<file path="config.mk">
export PLATFORM = sky130hd
export DESIGN_NAME = conv_row_scheduler_flat
export DESIGN_NICKNAME = d
export VERILOG_FILES = /design/src/rtl/conv_row_scheduler_if.sv /design/src/rtl/conv_row_scheduler.sv /design/src/flat_wrapper.sv
export SDC_FILE = /design/constraint.sdc
export NUM_CORES = 1
export LEC_CHECK = 0
export ABC_CLOCK_PERIOD_IN_PS = 2300
export CORE_MARGIN = 2
export CORE_UTILIZATION = 45
export DETAILED_ROUTE_END_ITERATION = 8
export PLACE_DENSITY = 0.78
export SYNTH_ARGS = -nofsm -noshare
export SYNTH_HDL_FRONTEND = slang
export SYNTH_SLANG_ARGS = --single-unit
</file>
<file path="constraint.sdc">
create_clock -name clk -period 2.3 [get_ports clk]
set_clock_uncertainty 0.2 [all_clocks]
set_input_delay 0.23 -clock clk [delete_from_list [all_inputs] [get_ports clk]]
set_output_delay 0.23 -clock clk [all_outputs]
set_load 0.03 [all_outputs]
</file>
<file path="src/rtl/conv_row_scheduler_if.sv">
// rtl/conv_row_scheduler_if.sv - control/handshake bundle of conv_row_scheduler
// o_stall_cycles exists only when CONV_SCHED_PERF_EN is defined.
interface conv_row_scheduler_if #(
   parameter int RW = 6
);
   logic          i_start;
   logic          i_abort;
   logic          i_conv_done;
   logic          i_out_ready;
   logic          o_busy;
   logic          o_frame_done;
   logic [RW-1:0] o_row_sel;
   logic          o_conv_start;
   logic          o_out_valid;
   logic [RW-1:0] o_out_row;
`ifdef CONV_SCHED_PERF_EN
   logic [31:0]   o_stall_cycles;
`endif

   modport slave (
      input  i_start, i_abort, i_conv_done, i_out_ready,
      output o_busy, o_frame_done, o_row_sel, o_conv_start, o_out_valid, o_out_row
`ifdef CONV_SCHED_PERF_EN
      , o_stall_cycles
`endif
   );

   modport master (
      output i_start, i_abort, i_conv_done, i_out_ready,
      input  o_busy, o_frame_done, o_row_sel, o_conv_start, o_out_valid, o_out_row
`ifdef CONV_SCHED_PERF_EN
      , o_stall_cycles
`endif
   );
endinterface

</file>
<file path="src/rtl/conv_row_scheduler.sv">
// rtl/conv_row_scheduler.sv - row-level sequencer driving the conv layer one output row per step
// CONV_SCHED_PERF_EN adds the o_stall_cycles back-pressure counter.
module conv_row_scheduler #(
   parameter int H  = 64,
   parameter int F  = 3,
   parameter int D  = 1,
   parameter int RW = $clog2(H)
) (
   input  logic                clk,
   input  logic                reset,
   conv_row_scheduler_if.slave bus
);
   // D only documents the conv layer depth; compute time comes from i_conv_done.
   localparam logic [RW-1:0] LAST_ROW = RW'(H - F + 0 * D);

   typedef enum logic [2:0] {IDLE, LOAD, START, WAIT, OUT} state_t;

   state_t        r_state, w_state_nxt;
   logic [RW-1:0] r_row, w_row_nxt;
   logic          r_first_wait, w_first_wait_nxt;
   logic          r_frame_done, w_frame_done_nxt;
   logic          r_busy;
   logic          r_conv_start;
   logic          r_out_valid;

   always_comb begin
      w_state_nxt      = r_state;
      w_row_nxt        = r_row;
      w_first_wait_nxt = 1'b0;
      w_frame_done_nxt = 1'b0;
      case (r_state)
         IDLE: begin
            if (bus.i_start) begin
               w_state_nxt = LOAD;
               w_row_nxt   = '0;
            end
         end
         LOAD:  w_state_nxt = START;
         START: begin
            w_state_nxt      = WAIT;
            w_first_wait_nxt = 1'b1;
         end
         // A done left high by the previous row is ignored in the first WAIT cycle.
         WAIT: begin
            if (!r_first_wait && bus.i_conv_done)
               w_state_nxt = OUT;
         end
         OUT: begin
            if (bus.i_out_ready) begin
               if (r_row == LAST_ROW) begin
                  w_state_nxt      = IDLE;
                  w_frame_done_nxt = 1'b1;
               end else begin
                  w_state_nxt = LOAD;
                  w_row_nxt   = r_row + RW'(1);
               end
            end
         end
         default: w_state_nxt = IDLE;
      endcase
      if (bus.i_abort && (r_state != IDLE)) begin
         w_state_nxt      = IDLE;
         w_row_nxt        = '0;
         w_frame_done_nxt = 1'b0;
         w_first_wait_nxt = 1'b0;
      end
   end

   // Outputs are decoded from the next state so they are registered yet state-aligned.
   always_ff @(posedge clk or posedge reset) begin
      if (reset) begin
         r_state      <= IDLE;
         r_row        <= '0;
         r_first_wait <= 1'b0;
         r_frame_done <= 1'b0;
         r_busy       <= 1'b0;
         r_conv_start <= 1'b0;
         r_out_valid  <= 1'b0;
      end else begin
         r_state      <= w_state_nxt;
         r_row        <= w_row_nxt;
         r_first_wait <= w_first_wait_nxt;
         r_frame_done <= w_frame_done_nxt;
         r_busy       <= (w_state_nxt != IDLE);
         r_conv_start <= (w_state_nxt == START);
         r_out_valid  <= (w_state_nxt == OUT);
      end
   end

   assign bus.o_busy       = r_busy;
   assign bus.o_frame_done = r_frame_done;
   assign bus.o_row_sel    = r_row;
   assign bus.o_conv_start = r_conv_start;
   assign bus.o_out_valid  = r_out_valid;
   assign bus.o_out_row    = r_row;

`ifdef CONV_SCHED_PERF_EN
   logic [31:0] r_stall_cycles;

   always_ff @(posedge clk or posedge reset) begin
      if (reset)
         r_stall_cycles <= '0;
      else if ((r_state == IDLE) && bus.i_start)
         r_stall_cycles <= '0;
      else if (r_out_valid && !bus.i_out_ready && (r_stall_cycles != 32'hFFFF_FFFF))
         r_stall_cycles <= r_stall_cycles + 32'd1;
   end

   assign bus.o_stall_cycles = r_stall_cycles;
`endif
endmodule
</file>
<file path="src/flat_wrapper.sv">
// flat-port wrapper written by rule: the top's interface ports become plain ports
module conv_row_scheduler_flat 
#(
   parameter int H  = 64,
   parameter int F  = 3,
   parameter int D  = 1,
   parameter int RW = $clog2(H)
)
  (clk, reset, bus_i_start, bus_i_abort, bus_i_conv_done, bus_i_out_ready, bus_o_busy, bus_o_frame_done, bus_o_row_sel, bus_o_conv_start, bus_o_out_valid, bus_o_out_row);
  conv_row_scheduler_if #(.RW(RW)) bus_i ();
  input  logic clk;
  input  logic reset;
  input wire logic [$bits(bus_i.i_start)-1:0] bus_i_start;
  input wire logic [$bits(bus_i.i_abort)-1:0] bus_i_abort;
  input wire logic [$bits(bus_i.i_conv_done)-1:0] bus_i_conv_done;
  input wire logic [$bits(bus_i.i_out_ready)-1:0] bus_i_out_ready;
  output wire logic [$bits(bus_i.o_busy)-1:0] bus_o_busy;
  output wire logic [$bits(bus_i.o_frame_done)-1:0] bus_o_frame_done;
  output wire logic [$bits(bus_i.o_row_sel)-1:0] bus_o_row_sel;
  output wire logic [$bits(bus_i.o_conv_start)-1:0] bus_o_conv_start;
  output wire logic [$bits(bus_i.o_out_valid)-1:0] bus_o_out_valid;
  output wire logic [$bits(bus_i.o_out_row)-1:0] bus_o_out_row;
  assign bus_i.i_start = bus_i_start;
  assign bus_i.i_abort = bus_i_abort;
  assign bus_i.i_conv_done = bus_i_conv_done;
  assign bus_i.i_out_ready = bus_i_out_ready;
  assign bus_o_busy = bus_i.o_busy;
  assign bus_o_frame_done = bus_i.o_frame_done;
  assign bus_o_row_sel = bus_i.o_row_sel;
  assign bus_o_conv_start = bus_i.o_conv_start;
  assign bus_o_out_valid = bus_i.o_out_valid;
  assign bus_o_out_row = bus_i.o_out_row;
  conv_row_scheduler #(.H(H), .F(F), .D(D), .RW(RW)) u_core (.clk(clk), .reset(reset), .bus(bus_i));
endmodule
</file>
# Word-level counts from Yosys, hierarchy flattened
# Index checks and enable logic that the tools add are counted.
# classes
reduce_logical	8
n_eq_ne	10
add_sub_neg	1
n_mux	17
# ops
cell	n
$mux W6	4
$pmux W3 S5	1
$mux W3	4
$pmux W6 S2	1
$eq A3 B2 Y1 const B	3
$reduce_bool A3 Y1	3
$mux W1	7
$add A6 B1 Y6 const B	1
$eq A3 B3 Y1 const B	2
$eq A6 B6 Y1 const B	1
$ne A3 B2 Y1 const B	2
$reduce_and A4 Y1	1
$eq A3 B1 Y1 const B	1
$logic_not A3 Y1	1
$ne A3 B3 Y1 const B	1
$logic_and A1 B1 Y1	2
$logic_not A1 Y1	1
# word_totals
inputBits	6
register_bits	14
out_inout_bits	16

# Longest topological paths before layout
# logic_depth
word_depth	6
mapped_depth	6
mapped_depth_nobuf	6

# Worst setup path before layout
# Ideal clock, no wire load.
# synth_path
kind	register to register
from	register u_core.r_row[1] (netlist: u_core.bus.o_out_row[1])
to	register u_core.r_row[1] (netlist: u_core.bus.o_out_row[1])
synth_period_minus_slack_ps	2074
slack_ps	226
n_path_buf	0
path_stages_with_launch	7
required_time_ps	1975
arrival_time_ps	1749
cell_sequence	dfrtp_1 inv_1 ha_1 nand3_1 o21ai_0 a211oi_2 mux2_2
# synth_between
elab_chain_len	5
word_cells_on_any_way	8
# synth_rtl
element	line	text
start, declared	conv_row_scheduler.sv:19	logic [RW-1:0] r_row, w_row_nxt;
start signal, assigned	conv_row_scheduler.sv:81	r_row <= w_row_nxt;
$add A6 B1 Y6	conv_row_scheduler.sv:55	w_row_nxt = r_row + RW'(1);
$mux W6	conv_row_scheduler.sv:50	if (r_row == LAST_ROW) begin
$mux W6	conv_row_scheduler.sv:49	if (bus.i_out_ready) begin
$pmux W6 S2	conv_row_scheduler.sv:31	case (r_state)
$mux W6	conv_row_scheduler.sv:61	if (bus.i_abort && (r_state != IDLE)) begin
# Parallel ways exist; a longest one is shown, timed or not. The select of a mux whose other input is x is not followed.
# A chain may end at the register's enable or synchronous reset.

# Worst setup path after layout
# layout_path
from	register u_core.r_row[1] (netlist: u_core.bus.o_out_row[1])
to	output bus_o_out_row[1]
# layout_lines
element	line	text
end, declared	flat_wrapper.sv:22	output wire logic [$bits(bus_i.o_out_row)-1:0] bus_o_out_row;
# No word-level cell between the ends.

==> impl_metrics.yaml <==
layout:
  seqCellArea_um2: 350
  nNetsFinal: 104
  multi_input_area_um2: 337
  antenna_cells: 0
  area_growth_syn_to_layout_pct: 28.4
  final_common_cell: "clkdlybuf4s50_1"
  final_cell_mix: "clkdlybuf4s50_1 (21), dfrtp_1 (14), nor2_1 (7), inv_1 (6)"
  fillCellCount: 126
  stdcell_count: 111
  drive_gt1_frac: 0.137
drt:
  wire_per_inst_um: 15.0
  totalWireLength_mm: 1.67
  drt_iter0_markers: 24
  drtPass1Iterations: 4
  route.vias.total: 645
  postRouteAntennaNets: 0
  via_per_inst: 5.81
  drcViolationCount: 0
sta:
  worst_slew_pin_slew_ns: 0.521
  setup_violations: 0
  layout_worst_path_cycle_share: 0.822
  final-hold-violation-count: 0
  slew_viol_final: 0
  setup_slack_ns: 0.410
  relSlewSlack: 0.652
  finalCriticalPeriod_ns: 1.89
  timing.setup.tns_ns: 0
  rsz0062_at_grt: "no"
  fmax_mhz: 529
setup_path:
  reg2reg_depth: 6
  start_kind: "register"
  crit_slowest_cell: "clkdlybuf4s50_1"
  r2r_start: "u_core.bus.o_out_row[1]"
  worstPathArrival_ns: 1.46
  timing.rr.end: "u_core.bus.o_out_row[1]"
  crit_path_cell_trace: "clkdlybuf4s50_1"
  cp_top_family: "buffers and inverters"
  rrSetupSlack_ns: 0.44
  cp_max_fo: 6
  cp.required_ns: 1.87
  cp-end-kind: "output port"
  path_buf_inv: 1
  crit_type: "reg -> out"
  critPathMaxStageDelay_ns: 0.72
placement:
  gp_congestion: 0.846
  dp.cells: 107
  port_buffers: 21
  dp_slack_ns: 0.267
  dpl.hpwl_mm: 1.17
logic_synthesis:
  async_reset_ff_frac: 1.00
  synth-edff-count: 0
  ys_ff_latch: 14
  ys_warn_count: 0
  syn_avg_cell_area_um2: 10.1
  synth-seq-area-share: 0.458
  syn-cell-area_um2: 766
  synth_fp_nets: 84
  synth_area_leaders: "dfrtp_1 (46%), buf_4 (5.9%), nor2_1 (3.4%)"
  synth-main-ff-cell: "dfrtp_1"
  synth_area_leader_cell: "dfrtp_1"
  syn_inst: 76
  synth_cell_types: 30
  yosysTopAreaCellShare: 0.458
power:
  irDropWorstVdd_mv: 0.549
  powerDensity_nw_per_um2: 741
  p_leak_nw: 0.389
  power.total_w: 0.000729
grt:
  grt_use_met3: 0.0400
  grt_pass1_vias: 617
  grt.busiest_layer: "met2"
  grt_util_met2: 0.303
  use_met1: 0.268
  grt_max_degree: 15
  grt.overflow.total: 0
  grt_use_total: 0.198
  grt_pass1_wl_mm: 2.83
  antenna_found_initial: 0
floorplanning:
  initial_utilization: 0.491
  io_pins: 22
  die_h_um: 45.3
  coreArea_um2: 1560
  dieArea_um2: 2050
  die_w_um: 45.3
  num_rows: 14
cts:
  root_buffer: "clkbuf_4"
  cts_made_buffers: 3
  ctsResizeCount: 0
  clock_path_buffers: 2
  cts_sinks: 14
  clk_pin_slew_worst_paths_ns: 0.09
  cts_tree: "built"
  post_cts_buffers: 0
  h-tree-depth: 1
  insertion_delay_ns: 0.29
  postCtsHoldBufs: 0
worst_hold_path:
  hp-class: "in -> async"
status:
  status: "finished clean"
job:
  maxCapViolations: 0
==> layout make-up <==
class,instances,share of cell area
Sequential cell,14,0.356
Multi-Input combinational cell,49,0.342
Timing Repair Buffer,22,0.221
Clock buffer,4,0.0369
Inverter,6,0.0229
Tap cell,16,0.0204
==> state kept, by name (all words and copies together) (netlist names) <==
name	count
u_core.bus.o_out_row	6
u_core.r_state	3
u_core.bus.o_busy	1
u_core.bus.o_conv_start	1
u_core.bus.o_frame_done	1
u_core.bus.o_out_valid	1
u_core.r_first_wait	1
==> metrics by stage <==
step | hold WS, ns | instance area, um^2 | util
after floorplan | -0.0808 | 766 | -
after global placement | 0.356 | 947 | 0.608
after detailed placement | 0.361 | 947 | 0.608
after CTS | 0.106 | 983 | 0.631
after global routing | 0.142 | 983 | 0.631
final | 0.0699 | 983 | 0.631
==> cells by family after synthesis <==
| kind of cell | synth area share |
|---|---|
| compound gates | 0.139 |
| mux | 0.0147 |
| buf+inv | 0.103 |
| simple gates | 0.253 |
| flops | 0.458 |
| fa+ha+maj | 0.0327 |
==> cells in the mapped netlist (all sizes together), types with 2 or more instances <==
library cell,number
nand2,5
ha,2
or3,4
o21ai,3
nor2b,2
buf,7
dfrtp,14
nand3,4
nor2,7
a21boi,2
inv,6
nor4b,3
o211ai,3
nor4,2
==> power breakdown <==
group	total, W	switching (W)	leakage, nW	internal (W)
clock network	0.000183	0.0000870	0.0210	0.0000964
registers	0.000329	0.0000476	0.190	0.000281
logic	0.000217	0.000121	0.178	0.0000951
==> per-layer routing <==
metal / share of wire / vias up
met1: 0.44 / 300
met3: 0.068 / 6
met2: 0.48 / 37
li1: - / 302
met4: 0.018 / 0
met5: 0 / -
==> worst max path at each step <==
stage	start	end	slack [ns]	cells after the start
floorplan	u_core.bus.o_out_row[1]	u_core.bus.o_out_row[1]	0.23	6
global placement	bus_i_abort	u_core.bus.o_out_row[3]	0.29	5
detailed placement	bus_i_abort	u_core.bus.o_out_row[3]	0.27	5
CTS	u_core.bus.o_out_row[1]	bus_o_out_row[1]	0.41	1
global route	u_core.bus.o_out_row[1]	u_core.bus.o_out_row[1]	0.29	6
finish	u_core.bus.o_out_row[1]	bus_o_out_row[1]	0.41	1
No activity file was read; power rests on OpenSTA's default activity.
